--- src/rtl/serial_subtractor.sv ---
// Bit-serial subtractor: computes {bout, diff} = a - b - bin one bit per clock, LSB first.
// Optional feature: define SERSUB_OVF_EN to add the ovf port (two's-complement overflow flag).
module serial_subtractor #(
    parameter int unsigned WIDTH = 8
) (
    input  logic             clk,
    input  logic             rst_n,
    input  logic             start,
    input  logic [WIDTH-1:0] a,
    input  logic [WIDTH-1:0] b,
    input  logic             bin,
    output logic             busy,
    output logic             done,
    output logic [WIDTH-1:0] diff,
    output logic             bout
`ifdef SERSUB_OVF_EN
    ,
    output logic             ovf
`endif
);

    localparam int unsigned CNT_W = (WIDTH > 1) ? $clog2(WIDTH) : 1;

    typedef enum logic [1:0] {
        S_IDLE = 2'd0,
        S_BUSY = 2'd1,
        S_DONE = 2'd2
    } state_t;

    state_t             state_q, state_d;
    logic [WIDTH-1:0]   a_q, a_d;
    logic [WIDTH-1:0]   b_q, b_d;
    logic               br_q, br_d;
    logic [CNT_W-1:0]   cnt_q, cnt_d;
    logic [WIDTH-1:0]   res_q, res_d;
    logic [WIDTH-1:0]   diff_q, diff_d;
    logic               bout_q, bout_d;
    logic               busy_q, busy_d;
    logic               done_q, done_d;
`ifdef SERSUB_OVF_EN
    logic               ovf_q, ovf_d;
`endif

    logic               bit_a;
    logic               bit_b;
    logic               d_bit;
    logic               br_nxt;
    logic               last_bit;

    // Full-subtractor cell for the bit currently selected by the counter
    always_comb begin
        bit_a    = a_q[cnt_q];
        bit_b    = b_q[cnt_q];
        d_bit    = bit_a ^ bit_b ^ br_q;
        br_nxt   = (~bit_a & bit_b) | (~(bit_a ^ bit_b) & br_q);
        last_bit = (cnt_q == CNT_W'(WIDTH - 1));
    end

    // Next-state, datapath and registered-output logic
    always_comb begin
        state_d = state_q;
        a_d     = a_q;
        b_d     = b_q;
        br_d    = br_q;
        cnt_d   = cnt_q;
        res_d   = res_q;
        diff_d  = diff_q;
        bout_d  = bout_q;
`ifdef SERSUB_OVF_EN
        ovf_d   = ovf_q;
`endif

        case (state_q)
            S_IDLE, S_DONE: begin
                // DONE falls back to IDLE unless a new op is accepted back-to-back
                state_d = S_IDLE;
                if (start) begin
                    a_d     = a;
                    b_d     = b;
                    br_d    = bin;
                    cnt_d   = '0;
                    state_d = S_BUSY;
                end
            end
            S_BUSY: begin
                br_d         = br_nxt;
                res_d[cnt_q] = d_bit;
                cnt_d        = cnt_q + CNT_W'(1);
                if (last_bit) begin
                    diff_d  = res_d;
                    bout_d  = br_nxt;
`ifdef SERSUB_OVF_EN
                    ovf_d   = br_q ^ br_nxt;
`endif
                    state_d = S_DONE;
                end
            end
            default: state_d = S_IDLE;
        endcase

        busy_d = (state_d == S_BUSY);
        done_d = (state_d == S_DONE);
    end

    // State and output registers, cleared asynchronously by reset
    always_ff @(posedge clk or negedge rst_n) begin
        if (!rst_n) begin
            state_q <= S_IDLE;
            a_q     <= '0;
            b_q     <= '0;
            br_q    <= 1'b0;
            cnt_q   <= '0;
            res_q   <= '0;
            diff_q  <= '0;
            bout_q  <= 1'b0;
            busy_q  <= 1'b0;
            done_q  <= 1'b0;
`ifdef SERSUB_OVF_EN
            ovf_q   <= 1'b0;
`endif
        end else begin
            state_q <= state_d;
            a_q     <= a_d;
            b_q     <= b_d;
            br_q    <= br_d;
            cnt_q   <= cnt_d;
            res_q   <= res_d;
            diff_q  <= diff_d;
            bout_q  <= bout_d;
            busy_q  <= busy_d;
            done_q  <= done_d;
`ifdef SERSUB_OVF_EN
            ovf_q   <= ovf_d;
`endif
        end
    end

    assign busy = busy_q;
    assign done = done_q;
    assign diff = diff_q;
    assign bout = bout_q;
`ifdef SERSUB_OVF_EN
    assign ovf  = ovf_q;
`endif

endmodule

--- config.mk ---
export PLATFORM = sky130hd
export DESIGN_NAME = serial_subtractor
export DESIGN_NICKNAME = d
export VERILOG_FILES = /design/src/rtl/serial_subtractor.sv
export SDC_FILE = /design/constraint.sdc
export NUM_CORES = 1
export LEC_CHECK = 0
export CAP_MARGIN = 20
export CORE_MARGIN = 2
export CORE_UTILIZATION = 40
export CTS_CLUSTER_SIZE = 30
export DETAILED_ROUTE_END_ITERATION = 16
export GPL_ROUTABILITY_DRIVEN = 0
export PLACE_DENSITY_LB_ADDON = 0.3
export RECOVER_POWER = 50
export SLEW_MARGIN = 15
export SYNTH_ARGS = -nofsm -noshare
export SYNTH_HDL_FRONTEND = slang
export SYNTH_SLANG_ARGS = --single-unit
--- constraint.sdc ---
create_clock -name clk -period 2.9 [get_ports clk]
set_input_delay 0.29 -clock clk [delete_from_list [all_inputs] [get_ports clk]]
set_output_delay 0.29 -clock clk [all_outputs]
set_load 0.02 [all_outputs]
Word level (Yosys, flattened, before mapping):

Cells that the tools add are included.

* bits in registers: 41
* input port bits: 20
* output and inout port bits: 11

* add/subtract/negate cells: 1
* order comparisons: 2
* equality and inequality tests: 6
* muxes and demuxes: 14
* bitwise logic cells: 7
* reductions and logical operators: 7

Operator list (count)
* 8-bit bitwise mux: 1
* 1-bit binary-select mux with 3-bit select: 2
* 3-bit one-hot mux with 2 select lines: 1
* 2-bit AND reduction: 3
* 1-bit 2-to-1 mux: 5
* 2-bit by 1-bit equality test with 1-bit output, second input constant: 2
* 2-bit equality test, second input constant: 2
* 3-bit by 4-bit < comparator with 1-bit output, second input constant: 1
* 2-bit one-hot mux with 2 select lines: 1
* 3-bit by 1-bit adder with 3-bit output, second input constant: 1
* 1-bit demux with 3-bit select: 1
* 3-bit equality test, second input constant: 1
* 3-bit by 1-bit >= comparator with 1-bit output, second input constant: 1
* 3-bit 2-to-1 mux: 1
* 1-bit bitwise AND: 2
* 2-bit logical NOT: 1
* 2-bit 2-to-1 mux: 1
* 2-bit inequality test, second input constant: 1
* 1-bit inverter: 2
* 1-bit one-hot mux with 2 select lines: 1
* 2-bit nonzero test: 1
* 2-bit OR reduction: 1
* 1-bit bitwise XOR: 2
* 1-bit logical AND: 1
* 1-bit OR: 1

Logic depth before layout (Yosys ltp):

Gate-level depths: netlist (run 1).

* word-level depth: 7
* gate-level depth with buffers: 9

Least setup slack after synthesis (run 1):

OpenSTA, ideal clock, no wires.

* path kind: register to register
* start point: reg cnt_q[1]
* end point: reg diff_q[3] (netlist: diff[3])
* setup time: 0.065 ns
* data arrival time: 2.325 ns
* path slack: 0.510 ns
* cell stages (with the launch flop): 9
* buffers on the path: 2
* path through: dfrtp_1 buf_6 mux4_2 mux2_2 fa_1 clkbuf_1 nand2_1 o21ai_0 o22a_1

* longest elaborated chain between the ends: 5
* elaborated cells between the ends (all ways): 14
* classes of those cells: order compare (2); eq/ne (1); mux (7); bitwise (2); reduce/logical (2)

Ends and longest elaborated chain
* start: declaration: RTL line 34 `logic [CNT_W-1:0] cnt_q, cnt_d;`
* start signal: assignment: RTL line 126 `cnt_q <= cnt_d;`
* 3-bit by 4-bit < comparator with 1-bit output (not written as such) (tied with other cells): RTL line 87 `res_d[cnt_q] = d_bit;`
* 1-bit logical AND (not written as such) (tied with other cells): RTL line 87
* 1-bit 2-to-1 mux (not written as such) or 1-bit bitwise XOR (tied branches): RTL line 87, 54
* 1-bit demux with 3-bit select or 1-bit bitwise XOR (tied branches): RTL line 87, 54
* 8-bit bitwise mux: RTL line 87
* end signal: assignment: RTL line 128 `diff_q <= diff_d;`
* end: declaration: RTL line 36 `logic [WIDTH-1:0] diff_q, diff_d;`

Parallel ways exist; a longest one is shown, timed or not. The select of a mux whose other input is x is not followed.
A chain may end at the register's enable or synchronous reset.

Final worst setup path (run 1):

* start point: reg cnt_q[1]
* end point: reg diff_q[6] (netlist: diff[6])

Same word-level chain as after synthesis.

==> flow_summary.json, run 1 <==
{
  "cp-end-kind": "flip-flop",
  "finalCriticalPeriod_ns": 2.504,
  "initial_core_util_pct": 41.55,
  "syn_to_final_growth_pct": 23.75,
  "cts_buffers": 5,
  "grt_overflow_total": 0,
  "clk_latency_ns": 0.29,
  "nets": 213,
  "finalCritPeriodShare_pct": 86.36,
  "root_buffer": "clkbuf_8",
  "die_x_microns": 74.28,
  "syn-cell-area_sq_um": 1976,
  "wire_per_inst_microns": 14.39,
  "antenna_cells": 0,
  "io_buffers": 30,
  "fmax_mhz": 399.3,
  "dieArea_sq_um": 5518,
  "synth_nets": 182,
  "rsz0062_at_grt": "false",
  "grt_max_degree": 42,
  "rows": 25,
  "ant_nets": 0,
  "yosys_warnings": 0,
  "setup_violations": 0,
  "first_pass_iters": 4,
  "drc": 0,
  "hold_violations": 0,
  "fill_cells": 451,
  "routed_via_density": 5.093,
  "synth-edff-count": 0,
  "synth_seq_cells": 41,
  "hold_buffers": 0,
  "h-tree-depth": 2,
  "core_area_sq_um": 4755,
  "final.setup_skew_ns": 0.008546,
  "p_leak_uw": 0.0009974,
  "synth_ff_type": "dfrtp_1",
  "ys_types": 34,
  "path_clk_slew_ns": 0.08,
  "synthArstFlopShare_pct": 100.0,
  "synth.top_cells.by_area": "dfrtp_1 52%, mux2_2 15%, mux4_1 2.7%",
  "gr-usage-all-layers_pct": 15.59,
  "fin_area_sq_um": 2445,
  "grt_pass1_wl_mm": 6.430,
  "ys_seq_area_share_pct": 51.93,
  "synth_top_area_share_pct": 51.93,
  "first_iter_violations": 82,
  "yosys-top-cells-count": "41 x dfrtp_1, 26 x mux2_2, 11 x nand2_1",
  "avgSynthCellArea_sq_um": 12.43,
  "crit_type": "flip-flop to flip-flop",
  "routed_wl_mm": 3.712,
  "cp_max_fo": 5,
  "die_h_microns": 74.28,
  "clock-sinks": 41,
  "yosys.area.top_type": "dfrtp_1",
  "cts_tree": "built",
  "finalSetupTns_ns": 0,
  "worstPathRequired_ns": 3.11,
  "dp_hpwl_mm": 2.584,
  "tightest_slew_ns": 2.198,
  "grt_pass1_vias": 1380,
  "syn_inst": 159,
  "io_pins": 31,
  "vdd_ir_drop_max_mv": 0.5961,
  "drv_slew": 42,
  "yosysMostFrequentCell": "dfrtp_1",
  "vias": 1314,
  "worst_setup_path_start_kind": "flip-flop",
  "failed_checks": "capacitance limit, slew limit",
  "max_slew_margin_pct": -46.50,
  "min_path_type": "flip-flop to flip-flop",
  "worstPathArrival_ns": 2.72,
  "p_per_area_nw_per_um2": 1253,
  "status": "finished with violations",
  "cts_setup_buffers": 0,
  "dpl_cell_area_sq_um": 2323,
  "maxCapViolCount": 1,
  "clockBufferDepth": 2,
  "drive_above_1_share_pct": 22.51,
  "cts_resized": 0,
  "antenna_found_initial": 0
}
-- flip-flops by register name, indices dropped and copies added, names as in the netlist --
name and cells:
state_q 2, b_q 8, diff 8, a_q 8
busy 1, bout 1, br_q 1, cnt_q 3
done 1, res_q 8
-- layout by cell type, fill, tap and decap left out, types with 2 or more instances in the layout --
cell / instances
ha_1: 2
nor2_1: 10
a31oi_1: 4
nand2b_1: 4
clkdlybuf4s50_1: 28
mux2_2: 26
a21oi_1: 3
nand3_1: 3
clkbuf_1: 4
mux4_2: 2
mux2i_1: 3
a21boi_0: 2
buf_4: 3
clkbuf_8: 5
inv_1: 2
mux2_1: 2
mux4_1: 2
nand2_1: 11
bufinv_16: 2
o21ai_0: 8
o22a_1: 2
or2_2: 2
nor3b_2: 2
and3b_1: 2
dfrtp_1: 41
nor2b_1: 5
-- cell families (layout without fill, tap and decap cells) --
logic type               Yosys count  count (layout)  synth area share [%]
multiplexers                      35              35                 22.42
buffers and inverters             14              46                 4.244
flip-flops                        41              41                 51.93
AND/OR/NAND/NOR                   43              43                 11.78
XOR/XNOR                           1               1                0.4434
AO/OA/AOI/OAI                     22              22                 6.903
adder cells (fa/ha/maj)            3               3                 2.280
-- worst paths after layout --
kind,from,to,slack (ns),cells after the start
max in group asynchronous,rst_n,a_q[4],1.01,1
min,bout,bout,0.49,1
min in group asynchronous,rst_n,diff[7],0.64,1
min reg2reg,bout,bout,0.49,1
max reg2reg,cnt_q[1],diff[6],0.40,6
max,cnt_q[1],diff[6],0.40,6
-- stage by stage --
stage          hold WS (ns)  setup WS (ns)  power (uW)  cells  utilization (%)
2_1_floorplan     -0.005591         0.5101        2081    159                -
3_3_place_gp         0.4564         0.4944        2487    250            48.87
3_5_place_dp         0.4731         0.4279        2571    250            48.87
4_1_cts              0.1542         0.4046        3121    258            51.68
5_1_grt              0.5285         0.1900        3326    258            51.42
6_report             0.4883         0.3957        3063    258            51.42
-- critical path, cell delays in order, from the launching register on --
cell	delay [ns]
dfrtp_1	0.46
mux4_2	0.52
mux2_2	0.30
fa_1	0.54
nor2b_1	0.29
nand3_1	0.11
a31oi_1	0.20
-- layer usage --
layer / vias up / share of wire (%) / GRT usage [%]
met2: 34 / 51 / 26.79
met4: 0 / 0.92 / 3.770
li1: 619 / - / -
met5: - / 0 / 0
met3: 4 / 4.7 / 5.014
met1: 657 / 43 / 19.24
-- area by class of cell --
cell class / instances / area [sq um] / share of cell area, %
clock buffer: 5 / 68.82 / 2.815
clock inverter: 3 / 65.06 / 2.661
inverter: 2 / 7.507 / 0.3071
multi-input combinational: 104 / 865.8 / 35.41
sequential: 41 / 1026 / 41.97
tap: 67 / 83.83 / 3.429
timing repair buffer: 36 / 327.8 / 13.41
-- power breakdown --
part | internal, uW | leakage, uW | switching (uW)
clock network | 342 | 0.0000681 | 200
registers | 858 | 0.000485 | 188
logic | 766 | 0.000444 | 708
total | 1970 | 0.000997 | 1100
Note: power is estimated with default switching activity, not from simulation.
==> run 2: changes to the inputs <==
==> constraint.sdc (replaced) <==
create_clock -name clk -period 2 [get_ports clk]
set_input_delay 0.2 -clock clk [delete_from_list [all_inputs] [get_ports clk]]
set_output_delay 0.2 -clock clk [all_outputs]
set_load 0.005 [all_outputs]
==> flow_summary.json, run 2 (synthesis gave the netlist of run 1 again) <==
{
  "drive_above_1_share_pct": 31.82,
  "max_slew_margin_pct": 33.70,
  "cp-end-kind": "flip-flop",
  "root_buffer": "clkbuf_8",
  "h-tree-depth": 2,
  "fmax_mhz": 438.5,
  "critical_path.cell_chain": "mux4_2, mux2_4, fa_1, buf_6, nand2_4, a2bb2oi_2, a21oi_1",
  "path_depth": 7,
  "hold_violations": 0,
  "reg2regPathDepth": 7,
  "final_cell_mix": "40 x dfrtp_1, 29 x clkdlybuf4s50_1, 23 x mux2_2, 11 x buf_4",
  "drc": 0,
  "swShare_pct": 35.31,
  "initial_core_util_pct": 41.55,
  "cp_slowest_cell": "fa_1",
  "final_common_cell": "dfrtp_1",
  "clockBufferDepth": 2,
  "crit_type": "flip-flop to flip-flop",
  "io_pins": 31,
  "worstPathRequired_ns": 2.22,
  "p_leak_uw": 0.001037,
  "cp_max_fo": 4,
  "finalCriticalPeriod_ns": 2.280,
  "ant_nets": 0,
  "wire_per_inst_microns": 14.04,
  "clock-sinks": 41,
  "rsz0062_at_grt": "true",
  "routed_via_density": 4.985,
  "core_area_sq_um": 4755,
  "finalCritPeriodShare_pct": 114.0,
  "grt_pass1_vias": 1280,
  "maxCapViolCount": 0,
  "syn_to_final_growth_pct": 26.79,
  "hold_buffers": 0,
  "dp_hpwl_mm": 2.592,
  "path_clk_slew_ns": 0.08,
  "antenna_found_initial": 0,
  "first_iter_violations": 90,
  "die_x_microns": 74.28,
  "clk_latency_ns": 0.30,
  "path_buf_inv": 1,
  "min_path_type": "input pin to asynchronous set/reset pin",
  "drv_slew": 0,
  "p_per_area_nw_per_um2": 1813,
  "p_total_uw": 4542,
  "grt_overflow_total": 0,
  "worst_setup_path_start_kind": "flip-flop",
  "io_buffers": 30,
  "share_seq_of_total_power_pct": 33.3,
  "pre_cts_ws_ns": -0.4124,
  "combPwrFrac_pct": 55.1,
  "antenna_cells": 0,
  "p_sw_uw": 1604,
  "routed_wl_mm": 3.721,
  "failed_checks": "setup timing",
  "grt_pass1_wl_mm": 5.961,
  "gr-usage-all-layers_pct": 14.44,
  "cts_tree": "built",
  "grt_max_degree": 42,
  "cts_buffers": 5,
  "tightest_slew_ns": 0.9944,
  "nets": 220,
  "fin_util_pct": 52.68,
  "layout.cells.non_filler": 265,
  "setup_violations": 16,
  "critPathTopFamily": "multiplexers",
  "p_int_uw": 2938,
  "vdd_ir_drop_max_mv": 1.091,
  "rows": 25,
  "dp_cells": 256,
  "pwr-share-clk_pct": 11.6,
  "worstPathArrival_ns": 2.50,
  "dieArea_sq_um": 5518,
  "final.setup.worst_slack_ns": -0.2802,
  "die_h_microns": 74.28,
  "status": "finished with violations",
  "first_pass_iters": 5,
  "vias": 1321,
  "final.setup_skew_ns": 0.006363,
  "slowest_delay_ns": 0.54,
  "holdWs_ns": 0.05376
}
==> run 2: changes by cell type in the layout (fill, tap and decap cells not counted), sizes merged <==
cell           change
clkinv             +1
clkbuf             -2
bufinv             -2
dlygate4sd3        -1
clkdlybuf4s50      +1
buf               +10
==> run 2: worst reg2reg max path, delay by kind of cell (launching register included) <==
kind	cells	cell delay [ns]
and+or+nand+nor	1	0.06
buffers and inverters	1	0.13
adders and majority gates	1	0.54
AOI/OAI and AO/OA	2	0.26
muxes	2	0.79
DFF	1	0.42
==> run 2: layout make-up <==
class / count / area [sq um]
inverter: 2 / 7.507
clock inverter: 2 / 10.01
sequential: 41 / 1027
tap: 67 / 83.83
clock buffer: 6 / 72.57
timing repair buffer: 43 / 400.4
fill: 436 / 2250
multi-input combinational: 104 / 903.4
==> run 2: routing by layer <==
metal	track usage [%]	share of wire, %	wire length (microns)	up-vias
li1	-	-	-	629
met3	3.659	4.6	170	7
met2	23.91	51	1889	38
met4	5.952	1.7	62	0
met5	0	0	0	-
met1	18.16	43	1598	647
==> run 2: per-stage QoR <==
stage | instance area [sq um] | setup TNS (ns)
2_1_floorplan | 1999 | -4.173
5_1_grt | 2505 | -5.545
3_5_place_dp | 2382 | -5.646
4_1_cts | 2484 | -4.452
3_3_place_gp | 2382 | -5.230
6_report | 2505 | -3.887
==> run 2: final timing paths <==
path,slack [ns],from,to
max in group asynchronous,1.27,rst_n,cnt_q[1]
hold / removal,0.05,rst_n,done
setup / recovery,-0.28,cnt_q[1],diff[7]
min in group clk,0.49,bout,bout
setup reg to reg,-0.28,cnt_q[1],diff[7]
hold reg to reg,0.49,bout,bout
==> run 2: power by group through the flow <==
| stage | logic [uW] | registers, uW | clock network [uW] |
|---|---|---|---|
| after floorplan | 1670 | 1440 | 0 |
| after global placement | 2210 | 1500 | 0 |
| after detailed placement | 2270 | 1530 | 0 |
| after CTS | 2350 | 1510 | 546 |
| after global routing | 2730 | 1570 | 581 |
| final | 2500 | 1510 | 526 |
==> run 2: what timing repair did <==
item	CTS	global route
endpoints found under the setup margin	17	18
pin swaps	5	3
gates cloned	0	0
buffers inserted	1	0
gates resized for setup	3	10
==> run 3: changes to the inputs <==
--- a/config.mk
+++ b/config.mk
@@ -8,6 +8,7 @@
 export CAP_MARGIN = 20
 export CORE_MARGIN = 2
 export CORE_UTILIZATION = 40
+export CTS_BUF_LIST = sky130_fd_sc_hd__clkbuf_4 sky130_fd_sc_hd__clkbuf_8
 export CTS_CLUSTER_SIZE = 30
 export DETAILED_ROUTE_END_ITERATION = 16
 export GPL_ROUTABILITY_DRIVEN = 0
==> flow_summary.json, run 3 (synthesis gave the netlist of run 1 again) <==
{
  "final.setup.worst_slack_ns": -0.2825,
  "swShare_pct": 35.27,
  "drv_slew": 0,
  "io_buffers": 30,
  "grt_overflow_total": 0,
  "combPwrFrac_pct": 55.0,
  "drc": 0,
  "holdWs_ns": 0.05077,
  "grt_pass1_vias": 1279,
  "fill_cells": 434,
  "first_iter_violations": 73,
  "vias": 1317,
  "pwr-share-clk_pct": 11.8,
  "hold_violations": 0,
  "antenna_cells": 0,
  "worst_setup_path_start_kind": "flip-flop",
  "routed_wl_mm": 3.726,
  "first_pass_iters": 4,
  "final_cell_mix": "40 x dfrtp_1, 29 x clkdlybuf4s50_1, 23 x mux2_2, 11 x buf_4",
  "max_slew_margin_pct": 34.06,
  "fmax_mhz": 438.1,
  "min_path_type": "input pin to asynchronous set/reset pin",
  "routed_via_density": 4.970,
  "dp_hpwl_mm": 2.592,
  "clock-sinks": 41,
  "finalCriticalPeriod_ns": 2.282,
  "p_int_uw": 2952,
  "drive_above_1_share_pct": 32.32,
  "route.met3.wl_microns": 168,
  "core_area_sq_um": 4755,
  "syn_to_final_growth_pct": 26.98,
  "p_total_uw": 4560,
  "die_x_microns": 74.28,
  "rows": 25,
  "p_leak_uw": 0.001040,
  "finalCritPeriodShare_pct": 114.1,
  "clockBufferDepth": 2,
  "initial_core_util_pct": 41.55,
  "seqCellArea_sq_um": 1027,
  "met2_length_mm": 1.896,
  "failed_checks": "setup timing",
  "worstPathRequired_ns": 2.22,
  "share_seq_of_total_power_pct": 33.2,
  "setup_violations": 16,
  "root_buffer": "clkbuf_8",
  "grt_pass1_wl_mm": 5.982,
  "gr-usage-all-layers_pct": 14.47,
  "pre_cts_ws_ns": -0.4124,
  "worstPathArrival_ns": 2.50,
  "cp-end-kind": "flip-flop",
  "clk_latency_ns": 0.30,
  "p_sw_uw": 1608,
  "p_per_area_nw_per_um2": 1818,
  "cp_max_fo": 4,
  "maxCapViolCount": 0,
  "final_common_cell": "dfrtp_1",
  "tightest_slew_ns": 0.9891,
  "status": "finished with violations",
  "ant_nets": 0,
  "wl_met1_mm": 1.598,
  "antenna_found_initial": 0,
  "nets": 220,
  "grt_max_degree": 42,
  "final.setup_skew_ns": 0.006360,
  "dieArea_sq_um": 5518,
  "cts_tree": "built",
  "die_h_microns": 74.28,
  "path_clk_slew_ns": 0.08,
  "top_layer": "met4",
  "wire_per_inst_microns": 14.06,
  "io_pins": 31,
  "multi_input_area_sq_um": 903.4,
  "rsz0062_at_grt": "true",
  "vdd_ir_drop_max_mv": 1.094,
  "cts_buffers": 5,
  "h-tree-depth": 2,
  "crit_type": "flip-flop to flip-flop"
}
run 3: layer usage:
metal / vias to the layer above / global-route usage [%]
met3: 7 / 3.659
met1: 645 / 18.25
met4: 0 / 5.952
met2: 36 / 23.91
li1: 629 / -
met5: - / 0
run 3: path summary, 6_finish.rpt:
| path | from | end | slack [ns] | cells past startpoint |
|---|---|---|---|---|
| worst max-delay path | cnt_q[1] | diff[7] | -0.28 | 7 |
| worst min-delay path | rst_n | state_q[1] | 0.05 | 1 |
| worst max register to register | cnt_q[1] | diff[7] | -0.28 | 7 |
| worst min register to register | bout | bout | 0.49 | 1 |
| max in group asynchronous | rst_n | cnt_q[1] | 1.27 | 1 |
| min in group clk | bout | bout | 0.49 | 1 |
run 3: per-stage QoR:
| step | util, % | TNS [ns] | instances | instance area, sq um |
|---|---|---|---|---|
| final | 52.76 | -3.910 | 265 | 2509 |
| after floorplan | - | -4.173 | 159 | 1999 |
| after global placement | 50.11 | -5.230 | 256 | 2382 |
| after detailed placement | 50.11 | -5.646 | 256 | 2382 |
| after global routing | 52.76 | -5.546 | 265 | 2509 |
| after CTS | 52.32 | -4.451 | 265 | 2487 |
run 3: power by group through the flow:
stage	logic [uW]	registers [uW]	clock network, uW
4_1_cts	2350	1510	559
3_5_place_dp	2270	1530	0
2_1_floorplan	1670	1440	0
3_3_place_gp	2210	1500	0
5_1_grt	2730	1570	594
6_report	2510	1510	540
run 3: area by class of cell:
class	instances	area share (%)
well taps	67	3.342
inverters	2	0.2993
multi-input cells	104	36.01
repair buffers	43	15.96
flip-flops and latches	41	40.95
clock inverters	2	0.3990
clock buffers	6	3.042
run 3: what timing repair did:
item,CTS,global route
gates resized for setup,3,10
pin swaps,5,3
endpoints found under the setup margin,17,18
setup buffers,1,0
hold buffers,0,0
run 3: worst max-delay path, stage by stage, from the launching register on:
cell and delay [ns]:
dfrtp_2 0.42, mux4_2 0.50, mux2_4 0.29, fa_1 0.54, buf_6 0.14, nand2_4 0.06, a2bb2oi_2 0.14, a21oi_1 0.12
==> RTL change, RTL diff (config.mk and constraints of run 3) <==
The 3 states of `state_t` get a one-hot encoding in 3 bits.
--- a/src/rtl/serial_subtractor.sv
+++ b/src/rtl/serial_subtractor.sv
@@ -21,10 +21,10 @@
 
     localparam int unsigned CNT_W = (WIDTH > 1) ? $clog2(WIDTH) : 1;
 
-    typedef enum logic [1:0] {
-        S_IDLE = 2'd0,
-        S_BUSY = 2'd1,
-        S_DONE = 2'd2
+    typedef enum logic [2:0] {
+        S_IDLE = 3'b001,
+        S_BUSY = 3'b010,
+        S_DONE = 3'b100
     } state_t;
 
     state_t             state_q, state_d;
Formal check against the unedited RTL: same outputs for any inputs over 10 cycles, from zero or initial values and one cycle with rst_n low; not proved beyond that.
==> RTL change against run 3 <==
Total power down 18%; routed wire length up 11%; sequential cell count up 1; global-route usage up 1.1 points; via count up 4.5%; synthesized area up 6.1%; the run still ends with setup timing left; final area up 6.5%; critical path type unchanged; setup slack better by 0.019 ns; core utilization down 0.13 points.
==> RTL change: results (changes against run 3) <==
* Synth cell count leaders: 41 x dfrtp_1, 15 x mux2_4, 11 x nor2_1 (was 41 x dfrtp_1, 26 x mux2_2, 11 x nand2_1)
* Dpl cell area at 2510 um^2 (was 2380 um^2)
* FF-to-FF path depth at 6 (was 7)
* Largest net degree at the start of global routing at 23 (was 42)
* Failing checks: setup timing (unchanged)
* Setup WS post-layout at -0.263 ns (was -0.282 ns)
* Status: finished, violations left (unchanged)
* Pre-CTS setup slack at -0.394 ns (was -0.412 ns)
* CTS Buf Count at 5 (unchanged)
* Vias at 1376 (was 1317)
* First-pass GRT wire length at 7190 um (was 5980 um)
* Fraction of layout cells with a size suffix above 1 at 32.0% (was 32.3%)
* Tot GR Track Use at 15.6% (was 14.5%)
* Per-cell routed wire length at 15.0 um (was 14.1 um)
* Count of cell types in the netlist at 40 (was 34)
* DR iter-0 viols at 71 (was 73)
* Root Buffer: clkbuf_8 (unchanged)
* CP max FO at 7 (was 4)
* Vias in the first global route at 1457 (was 1279)
* Via density at 4.99 (was 4.97)
* Sequential share of the synthesized area at 50.2% (was 51.9%)
* Placed cells at 265 (was 256)
* P_leak at 1.17 nW (was 1.04 nW)
* Filler cell count at 459 (was 434)
* Asr flop ratio synth at 100% (unchanged)
* Syn nets at 188 (was 182)
* Max IR drop VDD at 771 uV (was 1090 uV)
* Clk_skew at 0.00873 ns (was 0.00636 ns)
* Psw at 1.27 mW (was 1.61 mW)
* Final HPWL DP at 2970 um (was 2590 um)
* Hold/Removal Path Class: primary input to flop (was primary input to asynchronous set/reset pin)
* Setup TNS at -3.40 ns (was -3.91 ns)
* Pre-Repair DR Iteration Count at 4 (unchanged)
* Worst Path Arrival at 2.45 ns (was 2.50 ns)
* Synth area leaders: dfrtp_1 49%, mux2_4 11%, mux2_2 5.4% (was dfrtp_1 52%, mux2_2 15%, mux4_1 2.7%)
* Multi-input logic area at 967 um^2 (was 903 um^2)
* Final setup violation count at 16 (unchanged)
* Relative slew slack at 19.3% (was 34.1%)
* CTS HTree Levels at 2 (unchanged)
* Nets at 228 (was 220)
* Worst setup path end: res_q[0] (was diff[7])
* Synth Instances at 165 (was 159)
## RTL change: timing repair
item                       4_1_cts  5_1_grt
pin swaps                        1       10
gates resized for setup          1       10
setup endpoints to repair       16       17
hold endpoints to repair        20        0
setup buffers                    0        2
hold buffers                     1        0
gates cloned                     0        0
## RTL change: power by group through the flow
stage	Sequential (mW)	Clock (mW)	Combinational, mW
after detailed placement	1.35	0	1.48
after global routing	1.38	0.732	1.88
after global placement	1.34	0	1.43
after floorplan	1.26	0	1.32
after CTS	1.34	0.689	1.52
final	1.34	0.678	1.72
## RTL change: final cells by class
class,instances,share of cell area [%]
inverter,6,0.937
tap,70,3.28
multi-input combinational,105,36.2
clock inverter,3,1.69
clock buffer,5,2.58
timing repair buffer,45,15.9
sequential,42,39.4
## RTL change: logic make-up (layout without fill, tap and decap cells)
logic type | after synthesis | in the layout | share of synthesized area [%]
simple gates | 38 | 38 | 11.8
mux | 36 | 36 | 21.4
buf+inv | 18 | 59 | 5.43
compound gates | 27 | 27 | 8.60
flops | 42 | 42 | 50.2
xor+xnor | 1 | 1 | 0.418
fa+ha+maj | 3 | 3 | 2.15
## RTL change: critical path, cell delays in order (launching register included)
cell	delay, ns
dfrtp_2	0.45
mux2_4	0.30
a221o_1	0.32
a22oi_2	0.18
fa_2	0.48
buf_4	0.17
mux2_4	0.26
## RTL change: how the worst min path moves through the flow
stage	from	end	slack, ns	cells after the start
finish	a[1]	a_q[1]	0.51	2
global route	b[6]	b_q[6]	0.51	2
CTS	rst_n	res_q[3]	0.41	2
detailed placement	rst_n	b_q[1]	0.20	1
global placement	rst_n	b_q[0]	0.20	1
floorplan	rst_n	a_q[0]	-0.1	0
## RTL change: layer usage
metal,track usage (%),wire length (um)
met1,20.0,1880
met2,25.6,2050
met3,2.84,113
met4,7.64,92
met5,0,0
